==> src/rtl/multicycle_shifter.sv <==
// Iterative 32-bit shifter: one bit position per clock, valid/ready on both sides.
// Bit-exact with the combinational shifter for SLL/SRL/SRA; encoding 01 is rotate-right.
module multicycle_shifter #(
    parameter int unsigned DATA_WIDTH = 32
) (
    input  logic                  clk,
    input  logic                  rst_n,
    input  logic                  in_valid,
    output logic                  in_ready,
    input  logic [DATA_WIDTH-1:0] A,
    input  logic [4:0]            B,
    input  logic [1:0]            Shiftop,
    output logic                  out_valid,
    input  logic                  out_ready,
    output logic [DATA_WIDTH-1:0] Result
);

    localparam logic [1:0] StIdle  = 2'b00;
    localparam logic [1:0] StShift = 2'b01;
    localparam logic [1:0] StDone  = 2'b10;

    localparam logic [1:0] OpSll = 2'b00;
    localparam logic [1:0] OpSrl = 2'b10;
    localparam logic [1:0] OpSra = 2'b11;

    logic [1:0]            state_q, state_d;
    logic [1:0]            op_q, op_d;
    logic [4:0]            cnt_q, cnt_d;
    logic [DATA_WIDTH-1:0] data_q, data_d;
    logic [DATA_WIDTH-1:0] step;

    always_comb begin
        case (op_q)
            OpSll:   step = {data_q[DATA_WIDTH-2:0], 1'b0};
            OpSrl:   step = {1'b0, data_q[DATA_WIDTH-1:1]};
            OpSra:   step = {data_q[DATA_WIDTH-1], data_q[DATA_WIDTH-1:1]};
            default: step = {data_q[0], data_q[DATA_WIDTH-1:1]};
        endcase
    end

    always_comb begin
        state_d = state_q;
        op_d    = op_q;
        cnt_d   = cnt_q;
        data_d  = data_q;
        case (state_q)
            StIdle: begin
                if (in_valid) begin
                    data_d  = A;
                    op_d    = Shiftop;
                    cnt_d   = B;
                    state_d = StShift;
                end
            end
            StShift: begin
                // A zero amount spends one pass-through cycle so latency is max(B,1).
                if (cnt_q == 5'd0) begin
                    state_d = StDone;
                end else begin
                    data_d = step;
                    cnt_d  = cnt_q - 5'd1;
                    if (cnt_q == 5'd1) begin
                        state_d = StDone;
                    end
                end
            end
            StDone: begin
                if (out_ready) begin
                    state_d = StIdle;
                end
            end
            default: state_d = StIdle;
        endcase
    end

    always_ff @(posedge clk or negedge rst_n) begin
        if (!rst_n) begin
            state_q <= StIdle;
            op_q    <= 2'b00;
            cnt_q   <= 5'd0;
            data_q  <= '0;
        end else begin
            state_q <= state_d;
            op_q    <= op_d;
            cnt_q   <= cnt_d;
            data_q  <= data_d;
        end
    end

    assign in_ready  = (state_q == StIdle);
    assign out_valid = (state_q == StDone);
    assign Result    = data_q;

endmodule

==> config.mk <==
export PLATFORM = sky130hd
export DESIGN_NAME = multicycle_shifter
export DESIGN_NICKNAME = d
export VERILOG_FILES = /design/src/rtl/multicycle_shifter.sv
export SDC_FILE = /design/constraint.sdc
export NUM_CORES = 1
export LEC_CHECK = 0
export CAP_MARGIN = 5
export CORE_MARGIN = 1
export CORE_UTILIZATION = 35
export DETAILED_ROUTE_END_ITERATION = 16
export GPL_ROUTABILITY_DRIVEN = 0
export PLACE_DENSITY = 0.68
export SLEW_MARGIN = 0
export SYNTH_ARGS = -nofsm -noshare
export SYNTH_HDL_FRONTEND = slang
export SYNTH_SLANG_ARGS = --single-unit
==> constraint.sdc <==
create_clock -name clk -period 3.4 [get_ports clk]
set_input_delay 0.68 -clock clk [delete_from_list [all_inputs] [get_ports clk]]
set_output_delay 0.68 -clock clk [all_outputs]
set_load 0.005 [all_outputs]
==> impl_metrics.ini <==
[outcome]
status = completed

[route]
wl_mm = 5.88
vias = 1999
drc = 0
drt-pass1-iter-count = 4
first_iter_violations = 110
via_per_inst = 5.19
avgRoutedWirePerCell_um = 15.3
ant_nets = 0

[sta]
slew_viol_final = 0
slew_headroom_pct = 23.4
worst_slack_ps = 1150
tightest_slew_ps = 1150
skew_ps = 4.11
setup_violations = 0
fin_crit_sh_pct = 66.1
layout_min_cycle_time_ps = 2250
finalSetupTns_ps = 0
rsz0062_at_grt = no
hold_viol = 0
max_freq_ghz = 0.445

[grt]
grt_pass1_wl_mm = 9.61
overflow = 0
antenna_found_initial = 0
grt_usage_pct = 16.6
grt_pass1_vias = 1987
grt_max_degree = 42

[layout]
num_antenna_cells = 0
nets = 350
layout-drive-gt1-share_pct = 9.84
register_area_sq_um = 1030
multi_input_area_sq_um = 1170
fillers = 620
area_growth_syn_to_layout_pct = 33.9

[worst_setup_path]
critPathCaptureType = flip-flop
worstSetupPathType = flip-flop to flip-flop
rrSetupSlack_ps = 1150
arrival_ps = 2370
critPathLaunchType = flip-flop
slowest_delay_ps = 960
r2r_start = state_q[1]$_DFFE_PN0P_
crit_fanout = 32
path_cells = nand2b_1 > o21ai_4 > o221ai_1
rr_endpoint = Result[7]$_DFFE_PN0P_
critPathSlowestCell = o21ai_4
worstPathRequired_ps = 3520
worstRegToRegCells = 3

[floorplan]
start_util_pct = 36.2
die_h_um = 85.6
die-width_um = 85.6
rows = 30
io_pins = 77
coreArea_sq_um = 6760
die_area_sq_um = 7330

[clocking]
cts_setup_buffers = 0
post_cts_resized = 0
root_buffer = clkbuf_8
cts.clk_slew.worst_paths_ps = 80
cts_buffers = 5
cts.sinks = 41
cts_buffer_depth = 2
tritoncts = done
htree_levels = 2
clock_latency_ps = 290
hold_buffers = 0

[synthesis]
synth_top_cell_by_area = dfrtp_1
synth_area_leaders = dfrtp_1, mux2i_1, o221ai_2, nand2_1, o221ai_1
synth_cell_types = 37
synth.avg_cell_area_sq_um = 10.2
ys_seq_area_share_pct = 41.9
synth_top_area_share_pct = 41.9
netlist_area_sq_um = 2450
yosysWarnings = 0
syn-num-nets = 285
syn_inst = 240
ys_seq_elements = 41

[flow_run]
max-cap-violations = 0

[worst_hold_path]
hold_class = input pin to asynchronous set/reset pin

[placed_design]
io_buffers = 76
dp_slack_ps = 875
post-dp-hpwl_mm = 3.96

[pwr]
powerDensity_nw_per_um2 = 1020
ir_drop_v = 0.000621
power.leakage_uw = 0.00139
==> worst max-delay path: cells and delay by family (launching register included) <==
family | cells | cell delay, ps
compound gates | 2 | 1200
flops | 1 | 490
simple gates | 1 | 380
==> report_power, final <==
part	leakage, uW	total, uW	internal, uW	switching, uW
logic	0.000842	1950	1010	934
registers	0.000498	1060	754	303
clock network	0.0000443	331	161	169
total	0.00139	3330	1930	1410
==> cell type report <==
type / count / area share, %
well taps: 80 / 3.05
inverters: 33 / 3.78
clock buffers: 7 / 2.63
flip-flops and latches: 41 / 31.3
repair buffers: 78 / 23.5
multi-input cells: 146 / 35.7
==> placed cells by master (no fill, tap or decap), types with 3 or more instances in the layout <==
| master | n |
|---|---|
| mux2i_1 | 32 |
| dfrtp_1 | 41 |
| clkbuf_8 | 6 |
| clkdlybuf4s50_1 | 75 |
| nand2_1 | 42 |
| inv_1 | 33 |
| o21ai_0 | 3 |
| o221ai_1 | 17 |
| o221ai_2 | 14 |
| a211oi_1 | 3 |
==> cells in the mapped netlist, drive strengths merged <==
cell type  count
a211oi         3
o21ai          4
buf           18
or3b           1
nor2b          2
o41ai          1
nor3b          3
or3            2
a31oi          2
or4b           2
a211o          1
and3           1
nand2b         2
nand2         43
ha             2
nand3          1
nor4b          2
nand3b         1
a21oi          2
a311oi         2
mux2i         32
o311ai         1
a31o           1
o221ai        31
nor2           2
dfrtp         41
nor3           1
clkbuf         2
a22oi          1
inv           33
==> cell families after synthesis <==
family                     Yosys count  synth area share (%)
AOI/OAI and AO/OA                   49                  20.2
adders and majority gates            2                  1.02
buffers and inverters               53                  10.8
DFF                                 41                  41.9
muxes                               32                  13.1
and+or+nand+nor                     63                  12.9
==> registers in the layout, indices dropped and copies added, names as in the netlist <==
signal and cells:
state_q 2, cnt_q 5, op_q 2, Result 32
==> how the worst max path moves through the flow <==
stage,startpoint,endpoint,slack [ps],depth (start not counted)
final,state_q[1]$_DFFE_PN0P_,Result[7]$_DFFE_PN0P_,1150,3
after floorplan,in_valid,Result[10]$_DFFE_PN0P_,1720,5
after global routing,state_q[1]$_DFFE_PN0P_,Result[7]$_DFFE_PN0P_,1000,3
after CTS,state_q[1]$_DFFE_PN0P_,out_valid,1160,2
after detailed placement,in_valid,Result[9]$_DFFE_PN0P_,870,4
after global placement,in_valid,Result[13]$_DFFE_PN0P_,940,4
==> through the flow <==
step	total power, uW	std cells	hold slack (ps)	instance area [sq um]	utilization (%)
2_1_floorplan	2410	240	384	2450	-
6_report	3330	385	520	3280	48.5
3_3_place_gp	2970	378	548	3190	47.2
5_1_grt	3610	385	582	3280	48.5
3_5_place_dp	3020	378	569	3190	47.2
4_1_cts	3360	385	568	3280	48.5
==> layer usage <==
| metal | vias up | share of wire, % | global-route usage, % |
|---|---|---|---|
| met4 | 0 | 0.92 | 4.39 |
| met5 | - | 0 | 0 |
| met3 | 6 | 6.2 | 4.14 |
| met1 | 946 | 49 | 23.6 |
| met2 | 67 | 44 | 25.1 |
| li1 | 980 | - | - |
Power figures use the tool's default switching activity.
